--- src/rtl/uart_tx_scheduler_pkg.sv ---
// Shared types and constants for the UART transmit scheduler:
// message identifiers, FSM states, message lengths, the banner string
// and small helpers for digit encoding and message length lookup.
package enum_type;

   typedef enum logic [1:0] {
      MSG_NONE  = 2'd0,
      MSG_SCORE = 2'd1,
      MSG_OVER  = 2'd2,
      MSG_ECHO  = 2'd3
   } msg_type;

   typedef enum logic [2:0] {
      ST_IDLE,
      ST_LOAD,
      ST_SEND,
      ST_WAIT_BUSY,
      ST_WAIT_DONE,
      ST_GAP
   } state_type;

   localparam int SCORE_LEN = 8;   // "S:" + 4 digits + CR LF
   localparam int OVER_LEN  = 11;  // "GAME OVER" + CR LF
   localparam int ECHO_LEN  = 1;

   // First character sits in the most significant byte.
   localparam logic [8*OVER_LEN-1:0] OVER_STR = {"GAME OVER", 8'h0D, 8'h0A};

   // ASCII digit for a BCD nibble; invalid nibbles show as '?'.
   function automatic logic [7:0] bcd_char(input logic [3:0] nib);
      return (nib > 4'd9) ? 8'h3F : (8'h30 + {4'h0, nib});
   endfunction

   // Index of the final byte of a message.
   function automatic logic [3:0] last_index(input msg_type msg);
      case (msg)
         MSG_SCORE: return 4'(SCORE_LEN - 1);
         MSG_OVER:  return 4'(OVER_LEN - 1);
         MSG_ECHO:  return 4'(ECHO_LEN - 1);
         default:   return 4'd0;
      endcase
   endfunction

endpackage

--- src/rtl/uart_tx_scheduler_rom.sv ---
// Message content lookup: turns (message, byte index, score snapshot,
// echo byte) into the byte to transmit, so the scheduler FSM carries
// no string data of its own.
module tx_msg_rom
   import enum_type::*;
(
   input  msg_type     msg,
   input  logic [3:0]  index,
   input  logic [15:0] score,
   input  logic [7:0]  echo,
   output logic [7:0]  data
);

   logic [3:0] rev;

   // Select the byte for the current message position.
   always_comb begin
      // NOTE: every output of a combinational block gets a default first so no latch is inferred.
      data = 8'h00;
      rev  = 4'(OVER_LEN - 1) - index;
      case (msg)
         MSG_SCORE: begin
            case (index)
               4'd0:    data = 8'h53;               // 'S'
               4'd1:    data = 8'h3A;               // ':'
               4'd2:    data = bcd_char(score[15:12]);
               4'd3:    data = bcd_char(score[11:8]);
               4'd4:    data = bcd_char(score[7:4]);
               4'd5:    data = bcd_char(score[3:0]);
               4'd6:    data = 8'h0D;
               4'd7:    data = 8'h0A;
               default: data = 8'h00;
            endcase
         end
         MSG_OVER: begin
            if (index <= last_index(MSG_OVER))
               data = OVER_STR[{rev, 3'b000} +: 8];
         end
         MSG_ECHO: data = echo;
         default:  data = 8'h00;
      endcase
   end

endmodule

--- src/rtl/uart_tx_scheduler.sv ---
// Shares one UART transmitter among the score report, the game-over
// banner and the key echo. Requests latch into pending flags, are
// granted round-robin and sent byte by byte with a fixed gap.
// Build option: define TX_ECHO_EN to let the echo requester take part;
// without it req_echo/echo_byte are ignored.
module uart_tx_scheduler
   import enum_type::*;
#(
   parameter int GAP_TICK     = 16,
   parameter int BUSY_TIMEOUT = 8
) (
   input  logic        clk,
   input  logic        reset_n,
   input  logic [15:0] score,
   input  logic        req_score,
   input  logic        req_over,
   input  logic        req_echo,
   input  logic [7:0]  echo_byte,
   input  logic        is_transmitting,
   output logic        transmit,
   output logic [7:0]  tx_byte,
   output logic        busy,
   output msg_type     grant
);

   localparam logic [7:0] GAP_LAST  = 8'(GAP_TICK - 1);
   localparam logic [7:0] BUSY_LAST = 8'(BUSY_TIMEOUT - 1);

   state_type   state;
   msg_type     rr_ptr;
   msg_type     pick;
   logic        pend_score;
   logic        pend_over;
   logic        pend_echo;
   logic        pend_any;
   logic        load_now;
   logic [3:0]  index;
   logic [7:0]  cnt;
   logic [15:0] score_snap;
   logic [7:0]  echo_latch;
   logic [7:0]  echo_snap;
   logic [7:0]  rom_data;

   // Pointer successor; echo is skipped when it cannot participate.
   function automatic msg_type rr_next(input msg_type m);
      case (m)
         MSG_SCORE: return MSG_OVER;
`ifdef TX_ECHO_EN
         MSG_OVER:  return MSG_ECHO;
`else
         MSG_OVER:  return MSG_SCORE;
`endif
         default:   return MSG_SCORE;
      endcase
   endfunction

   assign pend_any = pend_score | pend_over | pend_echo;
   assign load_now = (state == ST_LOAD);

   // Pending flags: a new request in the grant cycle wins over the clear.
   always_ff @(posedge clk or negedge reset_n) begin
      // NOTE: sequential state is written with <= so every flop samples pre-edge values.
      if (!reset_n) begin
         pend_score <= 1'b0;
         pend_over  <= 1'b0;
      end else begin
         pend_score <= (pend_score & ~(load_now && pick == MSG_SCORE)) | req_score;
         pend_over  <= (pend_over  & ~(load_now && pick == MSG_OVER))  | req_over;
      end
   end

`ifdef TX_ECHO_EN
   // Echo flag and byte: the latest echo request overwrites the byte.
   always_ff @(posedge clk or negedge reset_n) begin
      if (!reset_n) begin
         pend_echo  <= 1'b0;
         echo_latch <= 8'h00;
      end else begin
         pend_echo <= (pend_echo & ~(load_now && pick == MSG_ECHO)) | req_echo;
         if (req_echo)
            echo_latch <= echo_byte;
      end
   end
`else
   logic unused_echo;
   assign pend_echo   = 1'b0;
   assign echo_latch  = 8'h00;
   assign unused_echo = ^{req_echo, echo_byte};
`endif

   // Round-robin search starting at the pointer.
   always_comb begin
      pick = MSG_NONE;
      case (rr_ptr)
         MSG_OVER: begin
            if      (pend_over)  pick = MSG_OVER;
            else if (pend_echo)  pick = MSG_ECHO;
            else if (pend_score) pick = MSG_SCORE;
         end
         MSG_ECHO: begin
            if      (pend_echo)  pick = MSG_ECHO;
            else if (pend_score) pick = MSG_SCORE;
            else if (pend_over)  pick = MSG_OVER;
         end
         default: begin
            if      (pend_score) pick = MSG_SCORE;
            else if (pend_over)  pick = MSG_OVER;
            else if (pend_echo)  pick = MSG_ECHO;
         end
      endcase
   end

   tx_msg_rom u_rom (
      .msg   (grant),
      .index (index),
      .score (score_snap),
      .echo  (echo_snap),
      .data  (rom_data)
   );

   // Message sequencer with registered strobe, byte, busy and grant.
   always_ff @(posedge clk or negedge reset_n) begin
      if (!reset_n) begin
         state      <= ST_IDLE;
         transmit   <= 1'b0;
         tx_byte    <= 8'h00;
         busy       <= 1'b0;
         grant      <= MSG_NONE;
         rr_ptr     <= MSG_SCORE;
         index      <= 4'd0;
         cnt        <= 8'd0;
         score_snap <= 16'h0000;
         echo_snap  <= 8'h00;
      end else begin
         transmit <= 1'b0;
         case (state)
            ST_IDLE: begin
               if (pend_any) begin
                  state <= ST_LOAD;
                  busy  <= 1'b1;
               end
            end
            ST_LOAD: begin
               grant      <= pick;
               rr_ptr     <= rr_next(pick);
               score_snap <= score;
               echo_snap  <= echo_latch;
               index      <= 4'd0;
               state      <= ST_SEND;
            end
            ST_SEND: begin
               transmit <= 1'b1;
               tx_byte  <= rom_data;
               cnt      <= 8'd0;
               state    <= ST_WAIT_BUSY;
            end
            ST_WAIT_BUSY: begin
               if (is_transmitting) begin
                  cnt   <= 8'd0;
                  state <= ST_WAIT_DONE;
               end else if (cnt == BUSY_LAST) begin
                  cnt   <= 8'd0;
                  state <= ST_GAP;
               end else begin
                  cnt <= cnt + 8'd1;
               end
            end
            ST_WAIT_DONE: begin
               if (!is_transmitting) begin
                  cnt   <= 8'd0;
                  state <= ST_GAP;
               end
            end
            ST_GAP: begin
               if (cnt == GAP_LAST) begin
                  cnt <= 8'd0;
                  if (index == last_index(grant)) begin
                     state <= ST_IDLE;
                     busy  <= 1'b0;
                     grant <= MSG_NONE;
                  end else begin
                     index <= index + 4'd1;
                     state <= ST_SEND;
                  end
               end else begin
                  cnt <= cnt + 8'd1;
               end
            end
            default: state <= ST_IDLE;
         endcase
      end
   end

endmodule

--- config.mk ---
export PLATFORM = sky130hd
export DESIGN_NAME = uart_tx_scheduler
export DESIGN_NICKNAME = d
export VERILOG_FILES = /design/src/rtl/uart_tx_scheduler_pkg.sv /design/src/rtl/uart_tx_scheduler_rom.sv /design/src/rtl/uart_tx_scheduler.sv
export SDC_FILE = /design/constraint.sdc
export NUM_CORES = 1
export LEC_CHECK = 0
export CAP_MARGIN = 20
export CORE_UTILIZATION = 41
export CTS_CLUSTER_DIAMETER = 200
export DETAILED_ROUTE_END_ITERATION = 8
export SLEW_MARGIN = 20
export SYNTH_ARGS = -nofsm -noshare
export SYNTH_HDL_FRONTEND = slang
export SYNTH_SLANG_ARGS = --single-unit
--- constraint.sdc ---
create_clock -name clk -period 3.7 [get_ports clk]
set_input_delay 0.37 -clock clk [delete_from_list [all_inputs] [get_ports clk]]
set_output_delay 0.37 -clock clk [all_outputs]
set_load 0.01 [all_outputs]
==> impl_metrics.csv <==
group,metric,value,unit
layout,layout_commonest_cell,"nand2_1",
synth,ys_top_cells_by_area,"dfrtp_1 39%, nand2_1 9.0%, ha_1 5.2%",
sta,min_period,2.52,ns
min_path,hp-class,"in -> async",
sta,fin_tns_setup,0,ns
synth,synth_compound_area_share,23.9,%
place,hpwl,4520,µm
die,initial_utilization,42.6,%
route,viasPerCell,5.46,
sta,hold_violations,0,
synth,synthCells,347,
power_and_ir_drop,p_sw,822,µW
global_routing,grt_pass1_wl,11600,µm
layout,layout_common_cells,"70 x nand2_1, 45 x dfrtp_1, 30 x clkdlybuf4s50_1, 24 x o21ai_0, 19 x inv_1",
setup_path,required,3.88,ns
synth,syn-mean-instance-area,8.39,µm²
sta,min_period_over_period,68.1,%
setup_path,path_max_fanout,20,
setup_path,rr_endpoint,"tx_byte[2]",
synth,synth.area.mux_share,1.07,%
route,drc,0,
power_and_ir_drop,max-vdd-ir-drop,0.228,mV
power_and_ir_drop,pwr-share-comb,39.5,%
sta,rsz0062_at_grt,"false",
setup_path,worst-setup-path-type,"reg -> reg",
clock_network,cts_root_buf,"clkbuf_8",
setup_path,r2r_start,"index[0]",
global_routing,grt-ovfl-total,0,
layout,fin_nets,407,
layout,num_antenna_cells,0,
synth,netlist_area,0.00291,mm²
synth,synth_edf_count,0,
clock_network,cts_made_buffers,5,
clock_network,post_cts_resized,0,
clock_network,clkSinkCount,46,
clock_network,cts.clk_slew.worst_paths,0.09,ns
global_routing,grt_max_degree,47,
synth,synth-seq-cells,46,
clock_network,clk_latency,0.30,ns
die,num_io_pins,42,
place,place_congestion,0.816,
synth,seq_area_frac_synth,39.6,%
sta,slew_viol_final,0,
clock_network,cts_tree,"yes",
setup_path,worst_ep_arrival_time,2.70,ns
power_and_ir_drop,seqPwrFrac,42.5,%
setup_path,regToRegSetupSlack,1.18,ns
route,drt-pass1-iter-count,4,
sta,maxSlewHeadroom,34.8,%
layout,final_util,49.1,%
power_and_ir_drop,internal_power,1250,µW
clock_network,cts_hold_buf,0,
die,die-area,0.00744,mm²
sta,setup_viol,0,
status,status,"complete, no violations",
power_and_ir_drop,netSwitchingFraction,39.7,%
clock_network,clockBufferDepth,2,
synth,synth_top_family_by_area,"compound AO/OA/AOI/OAI gates",
synth,yosysTopAreaCell,"dfrtp_1",
setup_path,start_kind,"flop",
die,die_w,86.3,µm
power_and_ir_drop,power,2070,µW
route,routedWlPerCell,14.2,µm
synth,yosys.area_share.xor_xnor,1.80,%
power_and_ir_drop,power_frac_clock,18.0,%
layout,drive_above_1_share,3.83,%
setup_path,reg2reg_depth,6,
synth,synth_cell_types,56,
global_routing,antenna_found_initial,0,
clock_network,htree_levels,2,
sta,fmax,0.397,GHz
die,design.core.area,0.00683,mm²
layout,area_delta_synth_final,15.3,%
power_and_ir_drop,p_leak,0.00149,µW
synth,synth_fp_nets,389,
synth,yosys_warnings,0,
sta,worstMarginPinSlew,0.977,ns
power_and_ir_drop,power_density,617,mW/mm²
sta,fin_skew,0.00719,ns
synth,async_flop_share,100,%
die,num_rows,30,
global_routing,grt_usage,19.5,%
clock_network,cts_setup_buffers,0,
die,die_y,86.3,µm
place,portBuffers,31,
synth,ys.flop_type,"dfrtp_1",
setup_path,crit_path_end_kind,"flop",
synth,synth_top_area_share,38.7,%
layout,fillers,687,
route,dr_total_vias,2521,
global_routing,grt_pass1_vias,2464,
run,drv_cap,0,
route,wirelength,6560,µm
synth,synth_adder_area_share,5.16,%
route,drt_iter0_markers,238,
synth,synth_simple_gate_area_share,22.5,%
route,drtAntennaViolNets,0,
-- state kept, by name, summed over array words and instances (netlist names) --
register	flops
grant	2
pend_over	1
state	3
rr_ptr	2
cnt	8
transmit	1
busy	1
pend_score	1
score_snap	16
index	4
tx_byte	7
-- logic make-up (layout without fill, tap and decap cells) --
family	Yosys count	after routing
fa+ha+maj	12	12
simple gates	136	136
other cells	1	1
flops	46	46
mux	3	3
compound gates	103	103
buf+inv	40	59
xor+xnor	6	6
-- metal layers --
layer  GRT usage (%)  share of wire [%]
met1            27.9                 52
met2            29.9                 43
met3            3.62                3.8
met4            5.76                1.1
met5               0                  0
-- final cells by class --
cell class / count / area [µm²] / area share (%)
Clock buffer: 7 / 76.3 / 2.27
Clock inverter: 1 / 30.0 / 0.895
Inverter: 19 / 71.3 / 2.13
Multi-Input combinational cell: 261 / 1590 / 47.4
Sequential cell: 46 / 1150 / 34.3
Tap cell: 96 / 120 / 3.58
Timing Repair Buffer: 32 / 315 / 9.40
-- worst max-delay path: stages (launching register included) --
cell and delay [ns]:
dfrtp_1 0.69, ha_1 0.72, nor2b_1 0.20, o21ai_0 0.15
nand3_1 0.29, nor3_1 0.09, a221o_1 0.26
-- power groups by stage --
stage	combinational (µW)	sequential, µW	clock, µW
6_report	818	881	372
5_1_grt	940	918	402
4_1_cts	827	880	385
3_5_place_dp	822	889	0
3_3_place_gp	811	881	0
2_1_floorplan	620	827	0
-- worst max-delay path by stage --
stage,start,to
finish,index[0],tx_byte[2]
global route,index[0],tx_byte[2]
CTS,index[0],tx_byte[2]
detailed placement,index[0],tx_byte[2]
global placement,index[0],tx_byte[2]
floorplan,index[0],tx_byte[2]
-- Yosys cell counts, types with 7 or more instances --
library cell and n:
nand2_1 70, dfrtp_1 45, o21ai_0 24, inv_1 19, a21oi_1 16, nor2_1 14
ha_1 12, clkbuf_1 11, nand3_1 8, nand2b_1 7, o211ai_1 7
-- metrics by stage --
stage          instance area (µm²)  worst slack [ns]  hold slack (ns)  instances
2_1_floorplan                 2910              1.60           0.0744        347
3_3_place_gp                  3250              1.27            0.463        454
3_5_place_dp                  3250              1.26            0.466        454
4_1_cts                       3350              1.22            0.298        462
5_1_grt                       3360              1.00            0.112        462
6_report                      3360              1.18           0.0634        462
Power figures use the tool's default switching activity.
